`src/rtl/seg7_scan_ctrl_pkg.sv`:
```
// seg7_scan_ctrl_pkg: FSM state type, segment font table and font lookup for the scan controller
package seg7_scan_ctrl_pkg;

    typedef enum logic [1:0] {IDLE, SHIFT, FINISH} state_t;

    localparam logic [4:0] DASH  = 5'd16;
    localparam logic [4:0] BLANK = 5'd17;

    // Active-high {a,b,c,d,e,f,g}, bit 6 = a; entries 0..15 are hex glyphs.
    localparam logic [6:0] FONT [0:17] = '{
        7'h7E, 7'h30, 7'h6D, 7'h79, 7'h33, 7'h5B, 7'h5F, 7'h70,
        7'h7F, 7'h73, 7'h77, 7'h1F, 7'h4E, 7'h3D, 7'h4F, 7'h47,
        7'h01, 7'h00
    };

    // Codes beyond the table decode to blank so every input has a defined glyph.
    function automatic logic [6:0] seg7_font(input logic [4:0] code);
        return (code <= BLANK) ? FONT[code] : FONT[BLANK];
    endfunction

endpackage

```
`src/rtl/seg7_scan_ctrl_if.sv`:
```
// seg7_scan_ctrl_if: value/command inputs and display outputs of the scan controller
//   val_i, load_i, hex_mode_i, blank_lz_i : command side (driven by master)
//   busy_o, ovf_o, seg_o, an_o            : status and pin side (driven by slave)
interface seg7_scan_ctrl_if #(
    parameter int NUM_DIGITS = 4,
    parameter int VAL_W      = 14
);
    logic [VAL_W-1:0]      val_i;
    logic                  load_i;
    logic                  hex_mode_i;
    logic                  blank_lz_i;
    logic                  busy_o;
    logic                  ovf_o;
    logic [6:0]            seg_o;
    logic [NUM_DIGITS-1:0] an_o;

    modport master (output val_i, load_i, hex_mode_i, blank_lz_i,
                    input  busy_o, ovf_o, seg_o, an_o);
    modport slave  (input  val_i, load_i, hex_mode_i, blank_lz_i,
                    output busy_o, ovf_o, seg_o, an_o);
endinterface

```
`src/rtl/seg7_scan_ctrl_bin2bcd_seq.sv`:
```
// bin2bcd_seq: sequential shift-add-3 binary to BCD converter, one bit per clock
//   clk, rst : clock, async active-high reset
//   start_i  : load val_i and begin a VAL_W-step conversion
//   val_i    : binary input
//   done_o   : high during the final step; bcd_o holds the result from the next cycle
//   bcd_o    : NUM_DIGITS packed BCD digits (truncated if the value does not fit)
module bin2bcd_seq #(
    parameter int VAL_W      = 14,
    parameter int NUM_DIGITS = 4
) (
    input  logic                    clk,
    input  logic                    rst,
    input  logic                    start_i,
    input  logic [VAL_W-1:0]        val_i,
    output logic                    done_o,
    output logic [4*NUM_DIGITS-1:0] bcd_o
);
    localparam int DW = 4 * NUM_DIGITS;
    localparam int CW = $clog2(VAL_W + 1);

    logic [VAL_W-1:0] sh;
    logic [DW-1:0]    adj;
    logic [CW-1:0]    cnt;
    logic             run;

    for (genvar g = 0; g < NUM_DIGITS; g++) begin : g_adj
        assign adj[4*g +: 4] = (bcd_o[4*g +: 4] >= 4'd5) ? bcd_o[4*g +: 4] + 4'd3 : bcd_o[4*g +: 4];
    end

    // done_o marks the last step so the caller's SHIFT phase lasts exactly VAL_W cycles.
    assign done_o = run && cnt == CW'(VAL_W - 1);

    always_ff @(posedge clk or posedge rst) begin
        if (rst) begin
            sh    <= '0;
            bcd_o <= '0;
            cnt   <= '0;
            run   <= 1'b0;
        end else if (start_i) begin
            sh    <= val_i;
            bcd_o <= '0;
            cnt   <= '0;
            run   <= 1'b1;
        end else if (run) begin
            sh    <= sh << 1;
            bcd_o <= (adj << 1) | DW'(sh[VAL_W-1]);
            cnt   <= cnt + 1'b1;
            run   <= !done_o;
        end
    end
endmodule

```
`src/rtl/seg7_scan_ctrl.sv`:
```
// seg7_scan_ctrl: captures a value, converts it to decimal or hex digits and scans them
//   onto a shared 7-segment bus with one-hot anode drive
//   clk, rst : clock, async active-high reset
//   bus      : slave side of seg7_scan_ctrl_if (value/mode/blank in; busy/ovf/seg/an out)
module seg7_scan_ctrl
    import seg7_scan_ctrl_pkg::*;
#(
    parameter int NUM_DIGITS     = 4,
    parameter int VAL_W          = 14,
    parameter int CLK_HZ         = 125_000_000,
    parameter int SCAN_HZ        = 1000,
    parameter bit SEG_ACTIVE_LOW = 1'b0,
    parameter bit AN_ACTIVE_LOW  = 1'b1
) (
    input logic               clk,
    input logic               rst,
    seg7_scan_ctrl_if.slave   bus
);
    localparam int DW   = 4 * NUM_DIGITS;
    localparam int IW   = NUM_DIGITS > 1 ? $clog2(NUM_DIGITS) : 1;
    localparam int DIV  = CLK_HZ / SCAN_HZ;
    localparam int PW   = DIV > 1 ? $clog2(DIV) : 1;
    localparam int TERM = DIV - 1;
    localparam longint unsigned LIM = 10 ** NUM_DIGITS;

    state_t              state;
    logic [DW-1:0]       dig;
    logic [DW-1:0]       nib_q;
    logic [DW-1:0]       bcd;
    logic                hex_q;
    logic                ovf_q;
    logic                done;
    logic                start;
    logic                ovf_in;
    logic [VAL_W+DW-1:0] vx;
    logic [PW-1:0]       pre;
    logic [IW-1:0]       idx;
    logic [DW-1:0]       upper;
    logic                lz;
    logic [4:0]          code;

    assign start = state == IDLE && bus.load_i && !bus.hex_mode_i;

    always_comb begin
        vx     = {{DW{1'b0}}, bus.val_i};
        ovf_in = bus.hex_mode_i ? (vx >> DW) != '0 : 64'(bus.val_i) >= LIM;
    end

    bin2bcd_seq #(.VAL_W(VAL_W), .NUM_DIGITS(NUM_DIGITS)) u_bcd (
        .clk    (clk),
        .rst    (rst),
        .start_i(start),
        .val_i  (bus.val_i),
        .done_o (done),
        .bcd_o  (bcd)
    );

    // Digits and ovf_o change together only at the end of FINISH, so the scan never
    // sees a half-built result.
    always_ff @(posedge clk or posedge rst) begin
        if (rst) begin
            state      <= IDLE;
            dig        <= '0;
            nib_q      <= '0;
            hex_q      <= 1'b0;
            ovf_q      <= 1'b0;
            bus.ovf_o  <= 1'b0;
            bus.busy_o <= 1'b0;
        end else begin
            case (state)
                IDLE: if (bus.load_i) begin
                    nib_q      <= vx[DW-1:0];
                    hex_q      <= bus.hex_mode_i;
                    ovf_q      <= ovf_in;
                    bus.busy_o <= 1'b1;
                    state      <= bus.hex_mode_i ? FINISH : SHIFT;
                end
                SHIFT: if (done) state <= FINISH;
                FINISH: begin
                    dig        <= hex_q ? nib_q : bcd;
                    bus.ovf_o  <= ovf_q;
                    bus.busy_o <= 1'b0;
                    state      <= IDLE;
                end
                default: state <= IDLE;
            endcase
        end
    end

    // Blanking is computed from live inputs each cycle so a blank_lz_i toggle shows at once.
    always_comb begin
        upper = dig >> (4 * idx);
        lz    = bus.blank_lz_i && idx != '0 && upper == '0;
        code  = bus.ovf_o ? DASH : lz ? BLANK : {1'b0, upper[3:0]};
    end

    always_ff @(posedge clk or posedge rst) begin
        if (rst) begin
            pre       <= '0;
            idx       <= '0;
            bus.seg_o <= {7{SEG_ACTIVE_LOW}};
            bus.an_o  <= {NUM_DIGITS{AN_ACTIVE_LOW}};
        end else begin
            pre       <= pre == PW'(TERM) ? '0 : pre + 1'b1;
            idx       <= pre != PW'(TERM) ? idx : idx == IW'(NUM_DIGITS - 1) ? '0 : idx + 1'b1;
            bus.seg_o <= seg7_font(code) ^ {7{SEG_ACTIVE_LOW}};
            bus.an_o  <= (NUM_DIGITS'(1) << idx) ^ {NUM_DIGITS{AN_ACTIVE_LOW}};
        end
    end
endmodule

```
`src/flat_wrapper.sv`:
```
// flat-port wrapper written by rule: the top's interface ports become plain ports
module seg7_scan_ctrl_flat import seg7_scan_ctrl_pkg::*;
#(
    parameter int NUM_DIGITS     = 4,
    parameter int VAL_W          = 14,
    parameter int CLK_HZ         = 125_000_000,
    parameter int SCAN_HZ        = 1000,
    parameter bit SEG_ACTIVE_LOW = 1'b0,
    parameter bit AN_ACTIVE_LOW  = 1'b1
)
  (clk, rst, bus_val_i, bus_load_i, bus_hex_mode_i, bus_blank_lz_i, bus_busy_o, bus_ovf_o, bus_seg_o, bus_an_o);
  seg7_scan_ctrl_if #(.NUM_DIGITS(NUM_DIGITS), .VAL_W(VAL_W)) bus_i ();
  input logic clk;
  input logic rst;
  input wire logic [$bits(bus_i.val_i)-1:0] bus_val_i;
  input wire logic [$bits(bus_i.load_i)-1:0] bus_load_i;
  input wire logic [$bits(bus_i.hex_mode_i)-1:0] bus_hex_mode_i;
  input wire logic [$bits(bus_i.blank_lz_i)-1:0] bus_blank_lz_i;
  output wire logic [$bits(bus_i.busy_o)-1:0] bus_busy_o;
  output wire logic [$bits(bus_i.ovf_o)-1:0] bus_ovf_o;
  output wire logic [$bits(bus_i.seg_o)-1:0] bus_seg_o;
  output wire logic [$bits(bus_i.an_o)-1:0] bus_an_o;
  assign bus_i.val_i = bus_val_i;
  assign bus_i.load_i = bus_load_i;
  assign bus_i.hex_mode_i = bus_hex_mode_i;
  assign bus_i.blank_lz_i = bus_blank_lz_i;
  assign bus_busy_o = bus_i.busy_o;
  assign bus_ovf_o = bus_i.ovf_o;
  assign bus_seg_o = bus_i.seg_o;
  assign bus_an_o = bus_i.an_o;
  seg7_scan_ctrl #(.NUM_DIGITS(NUM_DIGITS), .VAL_W(VAL_W), .CLK_HZ(CLK_HZ), .SCAN_HZ(SCAN_HZ), .SEG_ACTIVE_LOW(SEG_ACTIVE_LOW), .AN_ACTIVE_LOW(AN_ACTIVE_LOW)) u_core (.clk(clk), .rst(rst), .bus(bus_i));
endmodule
```
`config.mk`:
```
export PLATFORM = sky130hd
export DESIGN_NAME = seg7_scan_ctrl_flat
export DESIGN_NICKNAME = d
export VERILOG_FILES = /design/src/rtl/seg7_scan_ctrl_pkg.sv /design/src/rtl/seg7_scan_ctrl_if.sv /design/src/rtl/seg7_scan_ctrl_bin2bcd_seq.sv /design/src/rtl/seg7_scan_ctrl.sv /design/src/flat_wrapper.sv
export SDC_FILE = /design/constraint.sdc
export NUM_CORES = 1
export LEC_CHECK = 0
export ABC_AREA = 1
export CORE_MARGIN = 2
export CORE_UTILIZATION = 50
export DETAILED_ROUTE_END_ITERATION = 10
export PLACE_DENSITY = 0.79
export REMOVE_ABC_BUFFERS = 1
export SLEW_MARGIN = 5
export SYNTH_ARGS = -nofsm -noshare
export SYNTH_HDL_FRONTEND = slang
export SYNTH_SLANG_ARGS = --single-unit
```
`constraint.sdc`:
```
create_clock -name clk -period 7.8 [get_ports clk]
set_clock_uncertainty 0.1 [all_clocks]
set_input_delay 1.56 -clock clk [delete_from_list [all_inputs] [get_ports clk]]
set_output_delay 1.56 -clock clk [all_outputs]
set_load 0.05 [all_outputs]
```
# --- Yosys cells after proc, flatten, opt, wreduce, memory -nomap -nowiden ---
# Memories as Yosys holds them, arrays and structs flattened. A register that Yosys moved wholly into a read port is not among the register bits.
# Index checks and enable logic that the tools add are counted.
word_totals:
  in_bits: 19
  mem_count: 1
  ff_bits: 94
  wordCells: 79
  output_inout_bits: 13
  mem_bits_ro: 224
classes:
  add_sub_neg: 7
  mux: 24
  n_reduce_logical: 15
  eq_ne: 8
  shift: 2
  bitwise: 3
  order_cmp: 5
mem_list:
  columns: ["name", "words", "width", "read_ports", "rd_ports_with_merged_regs", "write_ports", "line", "source"]
  rows:
  - ["(no name shown)", 32, 7, 1, 1, 0, "seg7_scan_ctrl_pkg.sv:18", "return (code <= BLANK) ? FONT[code] : FONT[BLANK];"]
op_table:
  columns: ["operator", "count"]
  rows:
  - ["$mux W16", 3]
  - ["$mux W14", 2]
  - ["$mux W4", 5]
  - ["$add A17 B1 Y17 const B", 1]
  - ["$eq A17 B17 Y1 const B", 1]
  - ["$mux W17", 1]
  - ["$ne A17 B17 Y1 const B", 1]
  - ["$ge A4 B3 Y1 const B", 4]
  - ["$logic_not A16 Y1", 1]
  - ["$or A16 B1 Y16", 1]
  - ["$shr A16 B4 Y16", 1]
  - ["$ge A14 B14 Y1 const B", 1]
  - ["$add A4 B2 Y4 const B", 3]
  - ["$mux W5", 2]
  - ["$mux W2", 4]
  - ["$not A5 Y6", 1]
  - ["$reduce_and A2 Y1", 3]
  - ["$reduce_bool A2 Y1", 3]
  - ["$logic_and A1 B1 Y1", 5]
  - ["$add A4 B1 Y4 const B", 1]
  - ["$eq A2 B2 Y1 const B", 2]
  - ["$eq A4 B4 Y1 const B", 1]
  - ["$mux W1", 4]
  - ["$ne A2 B2 Y1 const B", 2]
  - ["10 further kinds", 11]

# --- Longest topological paths before layout ---
# Gate-level depths: netlist of the first run.
depth:
  depth_word: 6
  mapped_depth: 17

# --- Cells and area by module ---
# From an unflattened synthesis of the first run, not the netlist that was laid out.
hier_totals:
  cells_unflattened: 649
  area_unflattened_um2: 5342.6
modules_own_cells:
  columns: ["module", "area_each_um2", "cells_each", "seq_area_each_um2", "n_inst"]
  rows:
  - ["seg7_scan_ctrl", 3410.8, 423, 1656.6, 1]
  - ["bin2bcd_seq", 1931.9, 226, 875.8, 1]

# --- Least setup slack after synthesis of the first run ---
# OpenSTA, ideal clock, no wires.
synth_path:
  path_type: "input port to flip-flop"
  start: "input bus_blank_lz_i"
  end: "register u_core.bus.seg_o[2]"
  arrival_time_ns: 2.748
  required_time_ns: 7.587
  slack_ns: 4.839
  stages: 14
  path_cell_list: "nand2_1 > nor2_1 > nand2_1 > nor2_1 > nand3_1 > nand2_1 > nand2_1 > inv_1 > ha_1 > inv_1 > o211ai_1 > nand2_1 > nand2_1 > inv_1"
synth_via:
  elab_chain_cells: 5
synth_lines:
  columns: ["element", "line", "source"]
  rows:
  - ["start, declared", "flat_wrapper.sv:18", "input wire logic [$bits(bus_i.blank_lz_i)-1:0] bus_blank_lz_i;"]
  - ["$logic_and A1 B1 Y1 (2 in a row)", "seg7_scan_ctrl.sv:93", "lz = bus.blank_lz_i && idx != '0 && upper == '0;"]
  - ["$mux W5 (2 in a row)", "seg7_scan_ctrl.sv:94", "code = bus.ovf_o ? DASH : lz ? BLANK : {1'b0, upper[3:0]};"]
  - ["$not A5 Y6 (implied by the code)", "seg7_scan_ctrl_pkg.sv:18", null]
  - ["end, declared", "seg7_scan_ctrl_if.sv:20", "output busy_o, ovf_o, seg_o, an_o);"]
# No other way between the ends.
# A chain may end at the register's enable or synchronous reset.

# --- Worst setup path in the final report of the first run ---
layout_path:
  start: "input bus_load_i"
  end: "register u_core.u_bcd.sh[12]"
layout_via:
  elab_chain_cells: 3
  elab_cells_between_ends: 4
  classes_between: "1 x mux; 3 x reduce/logical"
layout_lines:
  columns: ["element", "line", "source"]
  rows:
  - ["start, declared", "flat_wrapper.sv:16", "input wire logic [$bits(bus_i.load_i)-1:0] bus_load_i;"]
  - ["$logic_and A1 B1 Y1 * (2 in a row)", "seg7_scan_ctrl.sv:42", "assign start = state == IDLE && bus.load_i && !bus.hex_mode_i;"]
  - ["$mux W14 or $reduce_bool A2 Y1 (tied branches)", null, null]
  - ["end signal, assigned", "seg7_scan_ctrl_bin2bcd_seq.sv:40", "sh <= val_i;"]
  - ["end signal, assigned", "seg7_scan_ctrl_bin2bcd_seq.sv:45", "sh <= sh << 1;"]
  - ["end, declared", "seg7_scan_ctrl_bin2bcd_seq.sv:21", "logic [VAL_W-1:0] sh;"]
# Every way passes the cells marked *; elsewhere a longest branch is shown, timed or not.

==> results of run 1 <==
## sequential cells by signal, summed over array words and instances, names as in the netlist
| signal | count |
|---|---|
| u_core.pre | 17 |
| u_core.u_bcd.run | 1 |
| u_core.state | 2 |
| u_core.ovf_q | 1 |
| u_core.bus.busy_o | 1 |
| u_core.hex_q | 1 |
| u_core.u_bcd.bcd_o | 16 |
| u_core.bus.ovf_o | 1 |
| u_core.idx | 2 |
| u_core.u_bcd.cnt | 4 |
| u_core.nib_q | 14 |
| u_core.u_bcd.sh | 14 |
| u_core.bus.an_o | 4 |
| u_core.dig | 16 |
| u_core.bus.seg_o | 7 |
## through the flow
step,power [mW],hold slack [ns]
global route,2.31,0.396
CTS,2.12,0.370
global placement,1.72,0.350
detailed placement,1.77,0.345
finish,2.12,0.369
floorplan,1.52,0.325
## final cells by class
cell class	count	share of cell area [%]
clock buffer	11	2.48
multi-input combinational	402	37.2
clock inverter	5	1.16
sequential	101	44.3
tap	133	2.91
timing repair buffer	33	5.70
inverter	94	6.22
## layout by cell type (no fill, tap or decap), drive strengths merged, types with 3 or more instances in the layout
| master | n |
|---|---|
| xor2 | 11 |
| dfrtp | 97 |
| o221ai | 6 |
| o21ai | 52 |
| o211ai | 8 |
| nand3 | 30 |
| nand4 | 8 |
| o22ai | 16 |
| dfstp | 4 |
| a31oi | 10 |
| ha | 21 |
| nor4 | 5 |
| nor3 | 8 |
| clkbuf | 11 |
| clkdlybuf4s50 | 31 |
| nor2 | 49 |
| a21oi | 11 |
| a211oi | 3 |
| or2 | 5 |
| inv | 95 |
| nand2 | 151 |
## worst max-delay path, delay by kind of cell
kind,cells,cell delay [ns]
AOI/OAI and AO/OA,1,0.11
and+or+nand+nor,4,1.23
buffers and inverters,3,0.77
## final timing paths
kind	startpoint	to	slack (ns)	cells past startpoint
hold reg to reg	u_core.pre[0]$_DFF_PP0_	u_core.pre[0]$_DFF_PP0_	0.37	1
setup / recovery	bus_load_i	u_core.u_bcd.sh[12]$_DFFE_PP0P_	4.29	8
min in group asynchronous	rst	u_core.pre[13]$_DFF_PP0_	1.33	2
max in group asynchronous	rst	u_core.u_bcd.bcd_o[13]$_DFFE_PP0P_	4.98	3
setup reg to reg	u_core.idx[0]$_DFFE_PP0N_	u_core.bus.seg_o[2]$_DFF_PP0_	5.02	17
hold / removal	u_core.pre[0]$_DFF_PP0_	u_core.pre[0]$_DFF_PP0_	0.37	1
## cells by family after synthesis
logic type | count (synthesis)
compound gates | 110
xor+xnor | 12
flops | 101
fa+ha+maj | 21
simple gates | 259
buf+inv | 110
## metal layers
metal | share of wire [%] | up-vias
li1 | - | 2047
met3 | 4.9 | 16
met5 | 0 | -
met2 | 47 | 112
met1 | 46 | 1901
met4 | 1.8 | 0
## power by group through the flow
stage	sequential (mW)	clock (mW)	combinational (mW)
global route	0.878	0.382	1.05
CTS	0.853	0.357	0.913
finish	0.855	0.350	0.915
global placement	0.857	0	0.868
detailed placement	0.862	0	0.906
floorplan	0.902	0	0.617
==> results.sh, run 1 <==
export IMPL_ff_latch_area_um2=2530
export IMPL_hold_class="reg -> reg"
export IMPL_worst_pin_slew_ns=1.10
export IMPL_grt_pass1_wl_um=18100
export IMPL_use_met3_pct=3.99
export IMPL_dpl_cell_area_um2=5500
export IMPL_drtIter0Drc=298
export IMPL_vias=4076
export IMPL_netSwitchingPower_mw=0.913
export IMPL_crit_chain="clkdlybuf4s50_1 -> inv_1 -> nor2_4 -> nand2_2 -> nand2_1 -> inv_2 -> nand2_1 -> o221ai_1"
export IMPL_diodes=0
export IMPL_hpwl_um=7160
export IMPL_grt_busiest_layer="met2"
export IMPL_cellInternalPower_mw=1.21
export IMPL_place_congestion=0.820
export IMPL_cap_violations=0
export IMPL_final_nets=681
export IMPL_power_density_nw_per_um2=371
export IMPL_finalWorstSetupSlack_ns=4.29
export IMPL_drt_pass1_iterations=5
export IMPL_place_ws_ns=3.87
export IMPL_hold_viol=0
export IMPL_ys_top_cells_by_count="nand2_1 (149), dfrtp_1 (97), inv_1 (88), o21ai_0 (50), nor2_1 (46)"
export IMPL_slowest_delay_ns=0.68
export IMPL_worstPathMaxFanout=22
export IMPL_pwr_share_clk_pct=16.5
export IMPL_die_area_um2=11000
export IMPL_rsz0062_at_grt="no"
export IMPL_synth_adder_area_share_pct=5.15
export IMPL_cts_buffers=9
export IMPL_peakVddDrop_v=0.000213
export IMPL_die_w_um=105
export IMPL_ant_nets=0
export IMPL_startpoint_type="input pin"
export IMPL_fp_row_count=36
export IMPL_post_cts_buffers=0
export IMPL_netlist_area_um2=5100
export IMPL_synth_ff_type="dfrtp_1"
export IMPL_async_flop_share_pct=100
export IMPL_die_y_um=105
export IMPL_grt_max_degree=92
export IMPL_clock_path_buffers=2
export IMPL_synth_area_leaders="dfrtp_1 (48%), nand2_1 (11%), inv_1 (6.5%)"
export IMPL_yosysTopAreaCell="dfrtp_1"
export IMPL_utilization_pct=58.2
export IMPL_syn_area_per_cell_um2=8.33
export IMPL_required_ns=7.96
export IMPL_clk_pin_slew_ns=0.11
export IMPL_dp_cells=763
export IMPL_yosysUniqueCellTypes=41
export IMPL_synth_top_area_share_pct=47.6
export IMPL_leakage_nw=2.79
export IMPL_setup_tns_ns=0
export IMPL_cp_arrival_ns=3.67
export IMPL_p_seq_share_pct=40.3
export IMPL_cts_resized=0
export IMPL_switching_share_pct=43.1
export IMPL_cts_num_sinks=101
export IMPL_synth_edf_count=0
export IMPL_start_util_pct=52.0
export IMPL_grt_util_all_layers_pct=20.0
export IMPL_status="complete, no violations"
export IMPL_slew_headroom_pct=26.8
export IMPL_antenna_found_initial=0
export IMPL_synth_compound_area_share_pct=12.8
export IMPL_yosysSeqAreaShare_pct=49.6
export IMPL_crit_slowest_cell="nand2_1"
export IMPL_io_buffers=31
export IMPL_n_fill_cell=895
export IMPL_clock_latency_ns=0.38
export IMPL_via_per_inst=5.23
export IMPL_synth_xor_area_share_pct=2.06
export IMPL_wl_per_cell_um=13.1
export IMPL_grt_overflow_total=0
export IMPL_stdcell_area_um2=5710
export IMPL_drc=0
export IMPL_period_minus_slack_ns=3.51
export IMPL_slew_viol_final=0
export IMPL_stdcell_count=779
export IMPL_htreeDepth=3
export IMPL_grt_pass1_vias=3882
export IMPL_muxShareOfSynthArea_pct=0
export IMPL_yosysWarnings=0
export IMPL_multi_input_area_um2=2120
export IMPL_grt_util_met2_pct=32.1
export IMPL_yosysMostFrequentCell="nand2_1"
export IMPL_use_met1_pct=27.1
export IMPL_max_freq_mhz=285
export IMPL_postCtsHoldBufs=0
export IMPL_synth_top_family_by_area="simple AND/OR/NAND/NOR gates"
export IMPL_cpMostUsedCell="nand2_1"
export IMPL_cts_tree="built"
export IMPL_coreArea_um2=9820
export IMPL_ys_ff_latch=101
export IMPL_syn_to_final_growth_pct=11.9
export IMPL_critPathKind="in -> reg"
export IMPL_wl_um=10200
export IMPL_pwr_share_comb_pct=43.2
export IMPL_setup_violations=0
export IMPL_root_buffer="clkbuf_8"
export IMPL_worstSetupEndpointType="flop"
export IMPL_layout_drive_gt1_share_pct=6.04
export IMPL_ios=32
export IMPL_period_share_pct=45.0
export IMPL_synth_cells=613
export IMPL_synthSimpleGateAreaFrac_pct=21.6
(Power assumes the default switching activity.)
==> inputs of run 2 (changes only) <==
--- a/config.mk
+++ b/config.mk
@@ -9,7 +9,7 @@
 export CORE_MARGIN = 2
 export CORE_UTILIZATION = 50
 export DETAILED_ROUTE_END_ITERATION = 10
-export PLACE_DENSITY = 0.79
+export PLACE_DENSITY = 0.82
 export REMOVE_ABC_BUFFERS = 1
 export SLEW_MARGIN = 5
 export SYNTH_ARGS = -nofsm -noshare
==> constraint.sdc (replaced) <==
create_clock -name clk -period 3.2 [get_ports clk]
set_clock_uncertainty 0.1 [all_clocks]
set_input_delay 0.64 -clock clk [delete_from_list [all_inputs] [get_ports clk]]
set_output_delay 0.64 -clock clk [all_outputs]
set_load 0.05 [all_outputs]
==> run 2 against run 1 <==
  * Non-clock buffer count up 2
  * Design area rose by 0.39%
  * Sequential power up 140%
  * Via count up 1.2%
  * Cell count is 0.26% higher
  * First-iteration DRC count increased by 8.7%
  * Largest power group unchanged
==> results.sh, run 2 (synthesized netlist as in run 1, its figures left out) <==
export IMPL_slew_headroom_pct=66.6
export IMPL_netSwitchingPower_mw=2.26
export IMPL_syn_to_final_growth_pct=12.3
export IMPL_layout_drive_gt1_share_pct=6.48
export IMPL_wl_per_cell_um=12.8
export IMPL_startpoint_type="flop"
export IMPL_cts_tree="built"
export IMPL_postCtsHoldBufs=0
export IMPL_ios=32
export IMPL_worst_path_buf_inv=5
export IMPL_die_y_um=105
export IMPL_largest_reg_flops=17
export IMPL_cellInternalPower_mw=2.87
export IMPL_cp_arrival_ns=2.93
export IMPL_slowest_delay_ns=0.63
export IMPL_stdcell_area_um2=5730
export IMPL_worst_pin_slew_ns=0.500
export IMPL_hold_viol=0
export IMPL_hpwl_um=7390
export IMPL_cap_violations=0
export IMPL_use_met3_pct=4.05
export IMPL_top_regs="u_core.pre: 17 flops, u_core.dig: 16 flops, u_core.u_bcd.bcd_o: 16 flops"
export IMPL_drc=0
export IMPL_cts_num_sinks=101
export IMPL_clock_path_buffers=2
export IMPL_switching_share_pct=44.0
export IMPL_pwr_share_clk_pct=15.7
export IMPL_crit_chain="inv_2 -> ha_1 -> inv_1 -> nand2_1 -> nor2_1 -> nand2_1 -> nor2_1 -> nand3_1 -> nand2_1 -> nand2_1 -> inv_1 -> ha_1 -> inv_1 -> o211ai_1 -> nand2_1 -> nand2_1 -> inv_1"
export IMPL_slew_viol_final=0
export IMPL_clk_pin_slew_ns=0.11
export IMPL_vias=4126
export IMPL_critPathKind="reg -> reg"
export IMPL_worstPathMaxFanout=15
export IMPL_start_util_pct=52.0
export IMPL_max_freq_mhz=362
export IMPL_n_fill_cell=934
export IMPL_io_buffers=31
export IMPL_final_common_cell="nand2_1"
export IMPL_wl_um=10000
export IMPL_antenna_found_initial=0
export IMPL_peakVddDrop_v=0.000500
export IMPL_period_share_pct=86.3
export IMPL_fp_row_count=36
export IMPL_place_congestion=0.881
export IMPL_holdWs_ns=0.367
export IMPL_worstSetupEndpointType="flop"
export IMPL_grt_overflow_total=0
export IMPL_ant_nets=0
export IMPL_dpl_cell_area_um2=5530
export IMPL_diodes=0
export IMPL_die_area_um2=11000
export IMPL_grt_busiest_layer="met2"
export IMPL_layout_common_cells="nand2_1 (149), dfrtp_1 (97), inv_1 (87)"
export IMPL_leakage_nw=2.80
export IMPL_post_cts_buffers=0
export IMPL_critPathTopFamily="simple AND/OR/NAND/NOR gates"
export IMPL_use_met1_pct=24.9
export IMPL_crit_slowest_cell="dfrtp_1"
export IMPL_pwr_share_comb_pct=43.8
export IMPL_p_seq_share_pct=40.5
export IMPL_cts_buffers=9
export IMPL_required_ns=3.36
export IMPL_drt_pass1_iterations=5
export IMPL_clock_latency_ns=0.37
export IMPL_root_buffer="clkbuf_8"
export IMPL_grt_pass1_wl_um=17900
export IMPL_grt_pass1_vias=4028
export IMPL_grt_max_degree=74
export IMPL_grt_util_all_layers_pct=19.6
export IMPL_cts_resized=0
export IMPL_via_per_inst=5.28
export IMPL_power_mw=5.13
export IMPL_hold_class="reg -> reg"
export IMPL_final_nets=683
export IMPL_status="complete, no violations"
export IMPL_die_w_um=105
export IMPL_drtIter0Drc=324
export IMPL_cpMostUsedCell="nand2_1"
export IMPL_htreeDepth=3
export IMPL_setup_violations=0
export IMPL_top_register="u_core.pre"
export IMPL_setup_tns_ns=0
export IMPL_grt_util_met2_pct=33.3
export IMPL_coreArea_um2=9820
export IMPL_period_minus_slack_ns=2.76
export IMPL_power_density_nw_per_um2=894
export IMPL_rsz0062_at_grt="no"
run 2: cell types whose count changed in the layout (fill, tap and decap cells not counted), sizes merged:
cell and delta:
bufinv -1, clkinv +2, clkinvlp -1, clkbuf -2
buf +2, inv +2
run 2: power groups by stage:
stage	registers (mW)	clock network [mW]	logic [mW]
after floorplan	2.20	0	1.50
after global placement	2.08	0	2.12
after detailed placement	2.10	0	2.23
after CTS	2.08	0.828	2.24
after global routing	2.14	0.885	2.56
final	2.08	0.805	2.24
run 2: worst paths after layout:
| check | startpoint | end | slack [ns] | cells after the start |
|---|---|---|---|---|
| min in group asynchronous | rst | u_core.pre[5]$_DFF_PP0_ | 0.48 | 2 |
| worst min register to register | u_core.pre[0]$_DFF_PP0_ | u_core.pre[0]$_DFF_PP0_ | 0.37 | 1 |
| worst max-delay path | u_core.idx[0]$_DFFE_PP0N_ | u_core.bus.seg_o[2]$_DFF_PP0_ | 0.44 | 17 |
| worst min-delay path | u_core.pre[0]$_DFF_PP0_ | u_core.pre[0]$_DFF_PP0_ | 0.37 | 1 |
| max in group asynchronous | rst | u_core.u_bcd.sh[5]$_DFFE_PP0P_ | 1.83 | 3 |
| worst max register to register | u_core.idx[0]$_DFFE_PP0N_ | u_core.bus.seg_o[2]$_DFF_PP0_ | 0.44 | 17 |
run 2: area by class of cell:
cell class	instances	area [µm²]	area share, %
Tap cell	133	166	2.90
Inverter	94	355	6.20
Multi-Input combinational cell	402	2120	37.0
Clock inverter	7	78.8	1.37
Clock buffer	9	124	2.16
Timing Repair Buffer	35	353	6.15
Sequential cell	101	2530	44.2
run 2: worst reg2reg max path: cells and delay by family (launching register included):
family / cells / cell delay [ns]
compound gates: 1 / 0.18
fa+ha+maj: 2 / 0.48
buf+inv: 5 / 0.51
flops: 1 / 0.63
simple gates: 9 / 0.75
run 2: per-stage QoR:
step | cells | util (%) | setup slack [ns]
after global placement | 765 | 56.3 | 0.551
after CTS | 781 | 58.4 | 0.474
after global routing | 781 | 58.4 | 0.0488
final | 781 | 58.4 | 0.439
after floorplan | 597 | - | -0.181
after detailed placement | 765 | 56.3 | 0.493
run 2: routing by layer:
layer / routed length [µm] / part of all wire (%) / vias up
met2: 4890 / 49 / 103
met5: 0 / 0 / -
met3: 447 / 4.5 / 13
met1: 4530 / 45 / 1960
li1: - / - / 2050
met4: 151 / 1.5 / 0
